[config.mk]
export PLATFORM = sky130hd
export DESIGN_NAME = bg_noise_sub
export DESIGN_NICKNAME = d
export VERILOG_FILES = /design/src/rtl/bg_noise_sub.sv
export SDC_FILE = /design/constraint.sdc
export NUM_CORES = 1
export LEC_CHECK = 0
export CAP_MARGIN = 40
export CORE_MARGIN = 5
export CORE_UTILIZATION = 56
export DETAILED_ROUTE_END_ITERATION = 12
export PLACE_DENSITY = 0.81
export SYNTH_ARGS = -nofsm -noshare
export SYNTH_HDL_FRONTEND = slang
export SYNTH_SLANG_ARGS = --single-unit
[constraint.sdc]
create_clock -name clk -period 3.6 [get_ports clk]
set_clock_uncertainty 0.1 [all_clocks]
set_input_delay 0.36 -clock clk [delete_from_list [all_inputs] [get_ports clk]]
set_output_delay 0.36 -clock clk [all_outputs]
set_load 0.03 [all_outputs]
[src/rtl/bg_noise_sub.sv]
// Background-noise subtractor: learns a per-lane mean over 2^LOG2_PERIODS training
// periods, then streams (sample - mean) residuals through a one-stage output register.
module bg_noise_sub #(
   parameter int LANES        = 16,
   parameter int DW           = 8,
   parameter int AW           = 16,
   parameter int LOG2_PERIODS = 3
) (
   input  logic                      clk,
   input  logic                      rst_n,
   input  logic                      start,
   input  logic                      in_valid,
   output logic                      in_ready,
   input  logic [LANES*DW-1:0]       in_data,
   output logic                      out_valid,
   input  logic                      out_ready,
   output logic [LANES*(DW+1)-1:0]   out_data,
   output logic                      mean_valid,
   output logic                      busy
);

   typedef enum logic [1:0] {S_IDLE, S_TRAIN, S_DIVIDE, S_DETECT} state_t;

   state_t                          state_q, state_d;
   logic [LOG2_PERIODS-1:0]         cnt_q, cnt_d;
   logic signed [AW-1:0]            acc_q  [LANES];
   logic signed [AW-1:0]            acc_d  [LANES];
   logic signed [DW-1:0]            mean_q [LANES];
   logic signed [DW-1:0]            mean_d [LANES];
   logic                            out_valid_q, out_valid_d;
   logic [LANES*(DW+1)-1:0]         out_data_q, out_data_d;
   logic                            accept;

   function automatic logic signed [AW-1:0] widen(input logic signed [DW-1:0] x);
      return {{(AW-DW){x[DW-1]}}, x};
   endfunction

   function automatic logic signed [DW:0] residual(input logic signed [DW-1:0] x,
                                                  input logic signed [DW-1:0] m);
      return {x[DW-1], x} - {m[DW-1], m};
   endfunction

   always_comb begin
      in_ready = 1'b0;
      unique case (state_q)
         S_TRAIN:  in_ready = !start;
         S_DETECT: in_ready = (!out_valid_q || out_ready) && !start;
         default:  in_ready = 1'b0;
      endcase
   end

   assign accept     = in_valid && in_ready;
   assign out_valid  = out_valid_q;
   assign out_data   = out_data_q;
   assign mean_valid = (state_q == S_DETECT);
   assign busy       = (state_q == S_TRAIN) || (state_q == S_DIVIDE);

   always_comb begin
      state_d     = state_q;
      cnt_d       = cnt_q;
      acc_d       = acc_q;
      mean_d      = mean_q;
      out_valid_d = out_valid_q;
      out_data_d  = out_data_q;

      // start overrides every state; the stored mean stays until the next DIVIDE
      if (start) begin
         state_d     = S_TRAIN;
         cnt_d       = '0;
         out_valid_d = 1'b0;
         for (int unsigned i = 0; i < LANES; i++) acc_d[i] = '0;
      end else begin
         unique case (state_q)
            S_TRAIN: begin
               if (accept) begin
                  for (int unsigned i = 0; i < LANES; i++)
                     acc_d[i] = acc_q[i] + widen(in_data[DW*i +: DW]);
                  cnt_d = cnt_q + LOG2_PERIODS'(1);
                  if (cnt_q == '1) state_d = S_DIVIDE;
               end
            end
            S_DIVIDE: begin
               for (int unsigned i = 0; i < LANES; i++)
                  mean_d[i] = DW'(acc_q[i] >>> LOG2_PERIODS);
               state_d = S_DETECT;
            end
            S_DETECT: begin
               if (accept) begin
                  out_valid_d = 1'b1;
                  for (int unsigned i = 0; i < LANES; i++)
                     out_data_d[(DW+1)*i +: DW+1] = residual(in_data[DW*i +: DW], mean_q[i]);
               end else if (out_ready) begin
                  out_valid_d = 1'b0;
               end
            end
            default: ;
         endcase
      end
   end

   always_ff @(posedge clk or negedge rst_n) begin
      if (!rst_n) begin
         state_q     <= S_IDLE;
         cnt_q       <= '0;
         out_valid_q <= 1'b0;
         out_data_q  <= '0;
         for (int unsigned i = 0; i < LANES; i++) begin
            acc_q[i]  <= '0;
            mean_q[i] <= '0;
         end
      end else begin
         state_q     <= state_d;
         cnt_q       <= cnt_d;
         out_valid_q <= out_valid_d;
         out_data_q  <= out_data_d;
         for (int unsigned i = 0; i < LANES; i++) begin
            acc_q[i]  <= acc_d[i];
            mean_q[i] <= mean_d[i];
         end
      end
   end

endmodule

==> summary.md, run 1 <==
| Metric | Value |
|---|---|
| Status | `finished, final reports clean` |
| CP arrival | `2.55 ns` |
| Drt drc | `0` |
| Final hold viol count | `0` |
| Clock Sinks | `454` |
| Vias in the first global route | `24400` |
| Final-layout fill cell count | `3848` |
| Area Growth Syn to Fin | `18.6%` |
| CTS Root Cell | `clkbuf_16` |
| Io pins | `281` |
| Reg area | `0.0114 mm²` |
| Critical R2R Capture | `acc_q[138]$_DFFE_PN0P_` |
| NetSw | `10200 µW` |
| CORE AREA | `0.0503 mm²` |
| Net count, final | `3779` |
| Crit path time final | `3.01 ns` |
| Leakage power figure | `0.0160 µW` |
| Antenna violations before repair | `3` |
| Wire per inst | `17.8 µm` |
| Routed wl met2 | `35.4 mm` |
| VDD IR-drop max | `0.000517 V` |
| Worst-case clock buffer depth | `3` |
| Dominant cells by area after synthesis | `dfrtp_1 40%, ha_1 13%, nand2_1 6.3%, xnor2_1 4.8%, o21ai_0 4.1%` |
| Peak fanout along the critical path | `5` |
| Reg power frac | `30.6%` |
| Yosys warning total | `0` |
| Clock share of power | `21.6%` |
| Total gr overflow | `0` |
| Reg2Reg Depth | `7` |
| # setup viols final | `0` |
| Final HPWL DP | `51.4 mm` |
| Cell variety after synth | `56` |
| RSZ-0062 raised after global routing | `false` |
| Layout Cells excl Fill | `4033` |
| Worst R2R Start | `state_q[1]$_DFFE_PN0P_` |
| Fmax | `0.332 GHz` |
| Fin. max-slew vios | `0` |
| Sequential area share after synthesis | `39.8%` |
| Horiz. Die Dim | `236 µm` |
| Area of the die | `0.0556 mm²` |
| Gpl congestion | `0.920` |
| Highest routed layer | `met4` |
| Number of synthesized flops with an enable pin | `0` |
| Post-synth top area share | `39.8%` |
| Ratio of cells with drive above 1 in the final layout | `5.78%` |
| Int Power | `15500 µW` |
| Vias/cell | `5.82` |
| Max cap viols | `0` |
| Syn_area_per_cell | `9.29 µm²` |
| Initial DRT Pass Iterations | `5` |
| Clk pin slew, worst setup/hold paths | `0.06 ns` |
| CTS tree | `done` |
| Setup_tns | `0 ns` |
| Top_reg_cell synth | `dfrtp_1` |
| R2R setup slack | `1.00 ns` |
| Worst Tran Pin Value | `0.842 ns` |
| Pwr/cell area | `756 mW/mm²` |
| Initial DRC Count | `1318` |
| Rel. slew slack | `43.9%` |
| Flops & latches, synth | `454` |
| Cell with the most instances after synthesis | `nand2_1` |
| Cell row count | `82` |
| Clk_lat worst skew | `0.59 ns` |
| Synthesized instance count | `3072` |
| Total GRT Usage | `25.4%` |
| Post-DRT Antenna Nets | `0` |
| Combinational power share | `47.8%` |
| Largest net degree at the start of global routing | `151` |
| WS Path Type | `flop to output pin` |
| Syn Nets | `3530` |
| Buffers on Ports | `280` |
| Cell taking the most area after synthesis | `dfrtp_1` |
| Multi-input logic area | `0.0160 mm²` |
| H-tree depth | `2` |
| Wire length on met1 | `30.4 mm` |
| Sw frac | `39.7%` |
| Critical Path Source Type | `flop` |
| Crit path capture | `in_ready` |
| Hold Crit Class | `primary input to flop` |
| Inserted Clock Buffers | `51` |
| Post-synth ARST share | `100%` |
| Placed cell count | `3939` |
| Post-Syn Area | `0.0285 mm²` |
| Met3 routed WL | `3.45 mm` |
| Final Cycle Share | `83.7%` |
| Via count | `23500` |
| Vert. Die Dim | `236 µm` |
| First-pass GRT wire length | `120 mm` |
| Worst Path Required | `3.14 ns` |
| Crit. End Element | `output pin` |
| Commonest cells post-synth | `480 x nand2_1, 454 x dfrtp_1, 293 x ha_1, 236 x o21ai_0, 225 x a21oi_1` |
| Critical Path Start | `state_q[0]$_DFFE_PN0P_` |
| Initial core utilization | `56.8%` |
| Overall routed net length | `71.8 mm` |
timing repair:
| action | in CTS | in global routing |
|---|---|---|
| hold buffers | 1 | 0 |
| gates resized for setup | 0 | 0 |
| hold endpoints to repair | 81 | 0 |
| buffers inserted | 0 | 0 |
routing by layer:
metal,vias to the layer above,GRT usage (%)
met5,-,0
met4,0,9.20
met3,164,3.96
met2,611,44.3
met1,11400,32.2
li1,11200,-
area by class of cell:
cell class	count	share of cell area [%]
repair buffers	309	9.41
inverters	171	1.90
well taps	672	2.48
diodes	3	0.0222
flip-flops and latches	454	33.6
clock inverters	18	0.732
multi-input cells	2334	47.4
clock buffers	72	4.51
power by group through the flow:
stage / Combinational (µW) / Sequential (µW) / Clock (µW)
5_1_grt: 13500 / 8040 / 5830
3_3_place_gp: 11700 / 7840 / 0
6_report: 12200 / 7850 / 5520
3_5_place_dp: 12100 / 7920 / 0
4_1_cts: 12300 / 7850 / 5610
2_1_floorplan: 6990 / 9200 / 0
flip-flops by register name (all words and copies together) (netlist names):
signal / flops
state_q: 2
acc_q: 176
cnt_q: 3
out_data: 144
out_valid: 1
mean_q: 128
worst min path at each step:
stage                      from                  endpoint  slack [ns]  cells past startpoint
after global routing      start    acc_q[181]$_DFFE_PN0P_        0.19                      2
after floorplan           rst_n      acc_q[0]$_DFFE_PN0P_       -0.04                      0
after detailed placement  rst_n  out_data[38]$_DFFE_PN0P_        0.34                      1
after global placement    rst_n  out_data[38]$_DFFE_PN0P_        0.33                      1
after CTS                 start      cnt_q[0]$_DFFE_PN0P_        0.14                      2
final                     start      cnt_q[0]$_DFFE_PN0P_        0.17                      2
cells in the final DEF (no fill, tap or decap), drive strengths merged, types with 23 or more instances in the layout:
cell type	count
a211oi	71
a21o	69
a21oi	252
a22o	47
a31oi	46
and3	27
buf	30
clkbuf	72
clkdlybuf4s50	278
dfrtp	454
fa	32
ha	293
inv	171
mux2	29
nand2	480
nand2b	68
nand4	28
nor2	134
nor2b	49
nor3	23
o21a	26
o21ai	329
xnor2	158
xor2	35
cells by family after synthesis:
family	share of synthesized area, %
compound gates	20.5
xor+xnor	5.92
fa+ha+maj	15.1
buf+inv	4.13
flops	39.8
mux	1.64
simple gates	12.9
metrics by stage:
stage	power, µW	area, µm²	utilization, %	worst slack [ns]	hold slack [ns]
2_1_floorplan	16200	28500	-	1.30	-0.0356
4_1_cts	25700	33800	67.3	0.565	0.140
5_1_grt	27300	33900	67.3	0.530	0.188
3_5_place_dp	20100	32100	63.8	0.643	0.340
6_report	25600	33900	67.3	0.588	0.171
3_3_place_gp	19500	32000	63.7	0.695	0.333
worst max-delay path, stage by stage (launching register included):
cell and delay [ns]:
dfrtp_1 0.43, ha_1 0.32, a21oi_1 0.44, nor2_1 0.14, clkdlybuf4s50_1 0.64
Note: power is estimated with default switching activity, not from simulation.
==> run 2: changes to the inputs <==
--- a/config.mk
+++ b/config.mk
@@ -7,7 +7,7 @@
 export LEC_CHECK = 0
 export CAP_MARGIN = 40
 export CORE_MARGIN = 5
-export CORE_UTILIZATION = 56
+export CORE_UTILIZATION = 53
 export DETAILED_ROUTE_END_ITERATION = 12
 export PLACE_DENSITY = 0.81
 export SYNTH_ARGS = -nofsm -noshare
==> constraint.sdc (replaced) <==
create_clock -name clk -period 2.6 [get_ports clk]
set_clock_uncertainty 0.1 [all_clocks]
set_input_delay 0.26 -clock clk [delete_from_list [all_inputs] [get_ports clk]]
set_output_delay 0.26 -clock clk [all_outputs]
set_load 0.03 [all_outputs]
==> run 2 against run 1 <==
Compared with the run above: hold slack better by 0.015 ns; combinational power is 41% higher; final cell count is 3.3% higher; worst setup slack worse by 0.43 ns; critical path depth is 4 higher; power is 38% higher; wire length is 2.8% lower; clock power is 30% higher; core utilization is 2.7 points lower; global-route usage is 1.9 points lower.
==> summary.md, run 2 (synthesis results as in run 1) <==
| Metric | Value |
|---|---|
| Status | `finished, final reports clean (unchanged)` |
| Crit path time final | `2.45 ns` |
| Crit. End Element | `flop (was output pin)` |
| Final Cycle Share | `94.1%` |
| RSZ-0062 raised after global routing | `false (unchanged)` |
| Final-layout fill cell count | `4215 (was 3848)` |
| Buffers on Ports | `280 (unchanged)` |
| # setup viols final | `0 (unchanged)` |
| H-tree depth | `2 (unchanged)` |
| Critical Path Source Type | `flop (unchanged)` |
| Post-DRT Antenna Nets | `0 (unchanged)` |
| Ratio of cells with drive above 1 in the final layout | `8.62% (was 5.78%)` |
| Via count | `23300 (was 23500)` |
| Horiz. Die Dim | `242 µm (was 236 µm)` |
| Clk_lat worst skew | `0.58 ns (was 0.59 ns)` |
| Worst-case clock buffer depth | `3 (unchanged)` |
| Initial DRT Pass Iterations | `5 (unchanged)` |
| Fin. max-slew vios | `0 (unchanged)` |
| Clock Sinks | `454 (unchanged)` |
| Pwr/cell area | `1020 mW/mm² (was 756 mW/mm²)` |
| VDD IR-drop max | `0.000768 V (was 0.000517 V)` |
| First-pass GRT wire length | `117 mm (was 120 mm)` |
| Sw frac | `39.5% (was 39.7%)` |
| CTS Root Cell | `clkbuf_16 (unchanged)` |
| Rel. slew slack | `53.7% (was 43.9%)` |
| Io pins | `281 (unchanged)` |
| Wire per inst | `16.7 µm (was 17.8 µm)` |
| Fmax | `0.409 GHz` |
| Overall routed net length | `69.8 mm (was 71.8 mm)` |
| Placement Cell Area | `0.0330 mm² (was 0.0321 mm²)` |
| Largest net degree at the start of global routing | `89 (was 151)` |
| Clk pin slew, worst setup/hold paths | `0.06 ns (about the same)` |
| Clock share of power | `20.4% (was 21.6%)` |
| Total gr overflow | `0 (unchanged)` |
| Final hold viol count | `0 (unchanged)` |
| Final HPWL DP | `50.7 mm (was 51.4 mm)` |
| Vias in the first global route | `23600 (was 24400)` |
| Commonest non-fill, non-tap cells in the layout | `479 x nand2_1, 454 x dfrtp_1, 292 x ha_1 (was 479 x nand2_1, 454 x dfrtp_1, 293 x ha_1)` |
| Initial DRC Count | `1189 (was 1318)` |
| Reg power frac | `30.8% (was 30.6%)` |
| CTS tree | `done (unchanged)` |
| Antenna violations before repair | `1 (was 3)` |
| Inserted Clock Buffers | `51 (unchanged)` |
| Vert. Die Dim | `242 µm (was 236 µm)` |
| Initial core utilization | `53.3% (was 56.8%)` |
| Top reg by flops | `acc_q (unchanged)` |
| Net count, final | `3889 (was 3779)` |
| CORE AREA | `0.0536 mm² (was 0.0503 mm²)` |
| Reg area | `0.0114 mm² (unchanged)` |
| Max cap viols | `0 (unchanged)` |
| Drt drc | `0 (unchanged)` |
| NetSw | `13900 µW (was 10200 µW)` |
| Vias/cell | `5.60 (was 5.82)` |
| WS Path Type | `flop to flop (was flop to output pin)` |
| Area of the die | `0.0586 mm² (was 0.0556 mm²)` |
| Area Growth Syn to Fin | `21.5% (was 18.6%)` |
| Cell row count | `85 (was 82)` |
| Hold Crit Class | `primary input to async pin (was primary input to flop)` |
| Total GRT Usage | `23.5% (was 25.4%)` |
| Peak fanout along the critical path | `4 (was 5)` |
| Worst Path Required | `2.96 ns (was 3.14 ns)` |
| Setup_tns | `0 ns (unchanged)` |
| Gpl congestion | `0.859 (was 0.920)` |
| Combinational power share | `48.8% (was 47.8%)` |
| Worst Tran Pin Value | `0.695 ns (was 0.842 ns)` |
| Max reg flops | `176 (unchanged)` |
| Most common cell after layout, fill and taps aside | `nand2_1 (unchanged)` |
| Leakage power figure | `0.0164 µW (was 0.0160 µW)` |
| Int Power | `21300 µW (was 15500 µW)` |
| Fin area | `0.0347 mm² (was 0.0339 mm²)` |
| Multi-input logic area | `0.0161 mm² (was 0.0160 mm²)` |
| CP arrival | `2.81 ns (was 2.55 ns)` |
## run 2: cell types whose count changed in the layout (fill, tap and decap cells not counted), sizes merged
| cell | delta |
|---|---|
| clkinvlp | +1 |
| dlygate4sd3 | +1 |
| clkdlybuf4s50 | -2 |
| clkbuf | +10 |
| clkinv | -7 |
| inv | +1 |
| bufinv | -4 |
| buf | +109 |
| dlymetal6s2s | +1 |
| diode | -2 |
| dlygate4sd2 | +1 |
## run 2: final timing paths
check | cells past startpoint | start | to | slack (ns)
max | 8 | acc_q[176]$_DFFE_PN0P_ | acc_q[186]$_DFFE_PN0P_ | 0.15
min | 2 | rst_n | mean_q[24]$_DFFE_PN0P_ | 0.19
max reg2reg | 8 | acc_q[176]$_DFFE_PN0P_ | acc_q[186]$_DFFE_PN0P_ | 0.15
min reg2reg | 2 | out_data[23]$_DFFE_PN0P_ | out_data[23]$_DFFE_PN0P_ | 0.38
max in group asynchronous | 3 | rst_n | mean_q[86]$_DFFE_PN0P_ | 1.47
min in group clk | 4 | out_ready | out_valid$_DFFE_PN0P_ | 0.26
## run 2: power by group through the flow
stage          registers (µW)  clock network [µW]  logic [µW]
6_report                10800                7180       17200
5_1_grt                 11100                7660       19000
4_1_cts                 10800                7340       17300
3_5_place_dp            10900                   0       17100
3_3_place_gp            10800                   0       16700
2_1_floorplan           12700                   0        9680
## run 2: metrics by stage
stage	worst slack [ns]	std cells	hold WS [ns]	power, µW	util (%)
2_1_floorplan	0.303	3072	-0.136	22400	-
3_3_place_gp	-0.173	4070	0.200	27500	61.5
3_5_place_dp	-0.205	4070	0.209	28000	61.5
4_1_cts	0.0277	4163	0.170	35400	64.6
5_1_grt	0.0311	4166	0.226	37800	64.7
6_report	0.153	4166	0.186	35200	64.7
## run 2: what timing repair did
item / in CTS / in global routing
pin swaps: 0 / 1
setup endpoints to repair: 1 / 2
hold buffers: 2 / 0
resized for setup: 3 / 2
hold endpoints to repair: 85 / 0
buffers inserted: 0 / 2
## run 2: critical path: stages, from the launching register on
cell,delay (ns)
dfrtp_1,0.37
ha_1,0.21
fa_1,0.41
a21o_1,0.19
nand4_1,0.17
a21oi_2,0.09
a211oi_2,0.22
mux2i_1,0.24
mux2_1,0.33
## run 2: layout make-up
class | count | share of cell area (%)
clock inverter | 9 | 0.292
clock buffer | 82 | 4.51
inverter | 171 | 1.85
tap | 696 | 2.51
sequential | 454 | 32.8
antenna | 1 | 0.00722
multi-input combinational | 2334 | 46.3
timing repair buffer | 419 | 11.8
## run 2: routing by layer
metal	vias to the layer above	GRT usage, %	routed length, µm
li1	11500	-	-
met4	0	5.27	1250
met1	11200	31.9	31500
met3	105	3.52	3210
met2	490	40.3	33800
met5	-	0	0
==> run 3: changes to the inputs <==
--- a/config.mk
+++ b/config.mk
@@ -7,9 +7,9 @@
 export LEC_CHECK = 0
 export CAP_MARGIN = 40
 export CORE_MARGIN = 5
-export CORE_UTILIZATION = 53
+export CORE_UTILIZATION = 56
 export DETAILED_ROUTE_END_ITERATION = 12
-export PLACE_DENSITY = 0.81
+export PLACE_DENSITY_LB_ADDON = 0.12
 export SYNTH_ARGS = -nofsm -noshare
 export SYNTH_HDL_FRONTEND = slang
 export SYNTH_SLANG_ARGS = --single-unit
==> constraint.sdc (replaced) <==
create_clock -name clk -period 2.92 [get_ports clk]
set_clock_uncertainty 0.1 [all_clocks]
set_input_delay 0.292 -clock clk [delete_from_list [all_inputs] [get_ports clk]]
set_output_delay 0.292 -clock clk [all_outputs]
set_load 0.03 [all_outputs]
==> run 3 against run 2 <==
Compared with the run above: sequential share of layout area is 0.53 points higher; combinational power is 13% lower; core utilization is 3.2 points higher; critical path depth is 3 lower; highest routed layer is now met5; non-clock buffer count is 84 lower.
==> summary.md, run 3 (synthesis results as in run 1) <==
| Metric | Value |
|---|---|
| CP arrival | `2.35 ns (was 2.81 ns)` |
| Ratio of cells with drive above 1 in the final layout | `6.58% (was 8.62%)` |
| Final hold viol count | `0 (unchanged)` |
| Rel. slew slack | `51.1% (was 53.7%)` |
| Final-layout fill cell count | `4008 (was 4215)` |
| Setup_tns | `0 ns (unchanged)` |
| Post-DRT Antenna Nets | `0 (unchanged)` |
| Vias/cell | `5.69 (was 5.60)` |
| CTS tree | `done (unchanged)` |
| CP Buf/Inv Count | `2 (was 0)` |
| Initial DRC Count | `1266 (was 1189)` |
| Crit. End Element | `output pin (was flop)` |
| Hold Crit Class | `primary input to async pin (unchanged)` |
| Cell row count | `82 (was 85)` |
| Total GRT Usage | `24.9% (was 23.5%)` |
| Status | `finished, final reports clean (unchanged)` |
| Total gr overflow | `0 (unchanged)` |
| WS Path Type | `flop to output pin (was flop to flop)` |
| R2R setup slack | `0.42 ns (was 0.15 ns)` |
| Net count, final | `3806 (was 3889)` |
| Inserted Clock Buffers | `52 (was 51)` |
| Crit path time final | `2.74 ns` |
| Fmax | `0.365 GHz` |
| Max reg flops | `176 (unchanged)` |
| Pwr/cell area | `925 mW/mm² (was 1020 mW/mm²)` |
| Most common cell after layout, fill and taps aside | `nand2_1 (unchanged)` |
| Vias in the first global route | `23800 (was 23600)` |
| Worst-case clock buffer depth | `3 (unchanged)` |
| Final worst-path setup slack | `0.181 ns (was 0.153 ns)` |
| Vert. Die Dim | `236 µm (was 242 µm)` |
| Peak fanout along the critical path | `6 (was 4)` |
| CORE AREA | `0.0503 mm² (was 0.0536 mm²)` |
| # setup viols final | `0 (unchanged)` |
| Crit. path cell count | `5 (was 8)` |
| Worst path cell trace | `inv_1, ha_1, a21oi_2, nor2_1, clkdlybuf4s50_1 (was ha_1, fa_1, a21o_1, nand4_1, a21oi_2, a211oi_2, mux2i_1, mux2_1)` |
| Top reg by flops | `acc_q (unchanged)` |
| First-pass GRT wire length | `118 mm (was 117 mm)` |
| H-tree depth | `2 (unchanged)` |
| Overall routed net length | `70.2 mm (was 69.8 mm)` |
| Reg2Reg Depth | `8 (unchanged)` |
| Final HPWL DP | `51.0 mm (was 50.7 mm)` |
| Clk pin slew, worst setup/hold paths | `0.06 ns (about the same)` |
| RSZ-0062 raised after global routing | `false (unchanged)` |
| Initial DRT Pass Iterations | `5 (unchanged)` |
| Io pins | `281 (unchanged)` |
| Critical R2R Capture | `acc_q[90]$_DFFE_PN0P_ (was acc_q[186]$_DFFE_PN0P_)` |
| Wire per inst | `17.3 µm (was 16.7 µm)` |
| CTS Root Cell | `clkbuf_16 (unchanged)` |
| Initial core utilization | `56.8% (was 53.3%)` |
| Buffers on Ports | `280 (unchanged)` |
| Clock Sinks | `454 (unchanged)` |
| Leakage power figure | `0.0161 µW (was 0.0164 µW)` |
| Via count | `23100 (was 23300)` |
| Area Growth Syn to Fin | `19.5% (was 21.5%)` |
| Drt drc | `0 (unchanged)` |
| Max stage delay on crit path | `0.67 ns (was 0.41 ns)` |
| Area of the die | `0.0556 mm² (was 0.0586 mm²)` |
| CP max stage cell | `clkdlybuf4s50_1 (was fa_1)` |
| Fin. max-slew vios | `0 (unchanged)` |
| Top delay family on crit path | `buffers and inverters (was adder cells)` |
| Worst Tran Pin Value | `0.732 ns (was 0.695 ns)` |
| Horiz. Die Dim | `236 µm (was 242 µm)` |
| Clk_lat worst skew | `0.60 ns (was 0.58 ns)` |
| VDD IR-drop max | `0.000698 V (was 0.000768 V)` |
| Antenna violations before repair | `5 (was 1)` |
| Max cap viols | `0 (unchanged)` |
| Worst R2R Start | `acc_q[80]$_DFFE_PN0P_ (was acc_q[176]$_DFFE_PN0P_)` |
| Critical Path Source Type | `flop (unchanged)` |
| Setup WS pre-CTS | `-0.000257 ns (was -0.205 ns)` |
| Commonest non-fill, non-tap cells in the layout | `479 x nand2_1, 454 x dfrtp_1, 293 x ha_1 (was 479 x nand2_1, 454 x dfrtp_1, 292 x ha_1)` |
| Final Cycle Share | `93.8%` |
| Worst Path Required | `2.53 ns (was 2.96 ns)` |
| Largest net degree at the start of global routing | `135 (was 89)` |
| Gpl congestion | `0.878 (was 0.859)` |
[run 3: area by class of cell]
class                           count  area [µm²]  share of cell area (%)
Clock inverter                     18         225                   0.660
Timing Repair Buffer              335        3410                    10.0
Sequential cell                   454       11400                    33.3
Clock buffer                       79        1580                    4.64
Multi-Input combinational cell   2334       16000                    47.0
Inverter                          171         642                    1.88
Tap cell                          672         841                    2.46
Antenna cell                        2        5.00                  0.0147
[run 3: worst max-delay path by stage]
stage	startpoint	end
2_1_floorplan	acc_q[96]$_DFFE_PN0P_	acc_q[106]$_DFFE_PN0P_
3_3_place_gp	in_data[8]	acc_q[234]$_DFFE_PN0P_
3_5_place_dp	in_data[8]	acc_q[234]$_DFFE_PN0P_
4_1_cts	state_q[1]$_DFFE_PN0P_	in_ready
5_1_grt	state_q[1]$_DFFE_PN0P_	in_ready
6_report	state_q[1]$_DFFE_PN0P_	in_ready
[run 3: metrics by stage]
| stage | instances | cell area, µm² | total power [µW] | hold WS [ns] | utilization, % |
|---|---|---|---|---|---|
| finish | 4065 | 34100 | 31600 | 0.163 | 67.9 |
| global route | 4065 | 34100 | 33800 | 0.211 | 67.9 |
| CTS | 4063 | 34100 | 31800 | 0.155 | 67.8 |
| detailed placement | 3964 | 32300 | 24700 | 0.209 | 64.2 |
| global placement | 3964 | 32300 | 24300 | 0.209 | 64.2 |
| floorplan | 3072 | 28500 | 20000 | -0.104 | - |
[run 3: power by group]
part	internal, µW	switching [µW]
Combinational	6520	8470
Clock	4170	2700
Sequential	8420	1270
[run 3: what timing repair did]
| action | 4_1_cts | 5_1_grt |
|---|---|---|
| resized for setup | 0 | 1 |
| hold buffers | 2 | 0 |
| endpoints found under the setup margin | 0 | 1 |
| hold endpoints to repair | 65 | 0 |
| buffers inserted | 0 | 0 |
[run 3: worst reg2reg max path, cell delays in order (launching register included)]
cell and delay (ns):
dfrtp_1 0.38, ha_1 0.21, fa_1 0.42, a21o_1 0.19, nand4_1 0.17, a21oi_2 0.09, a211oi_2 0.21, mux2i_1 0.25
mux2_1 0.35
[run 3: layer usage]
layer	wire length, µm	up-vias	global-route usage (%)
met5	48	-	0
met4	1970	6	7.99
met3	2670	129	3.56
met2	34300	420	43.4
met1	31200	11300	32.2
li1	-	11300	-
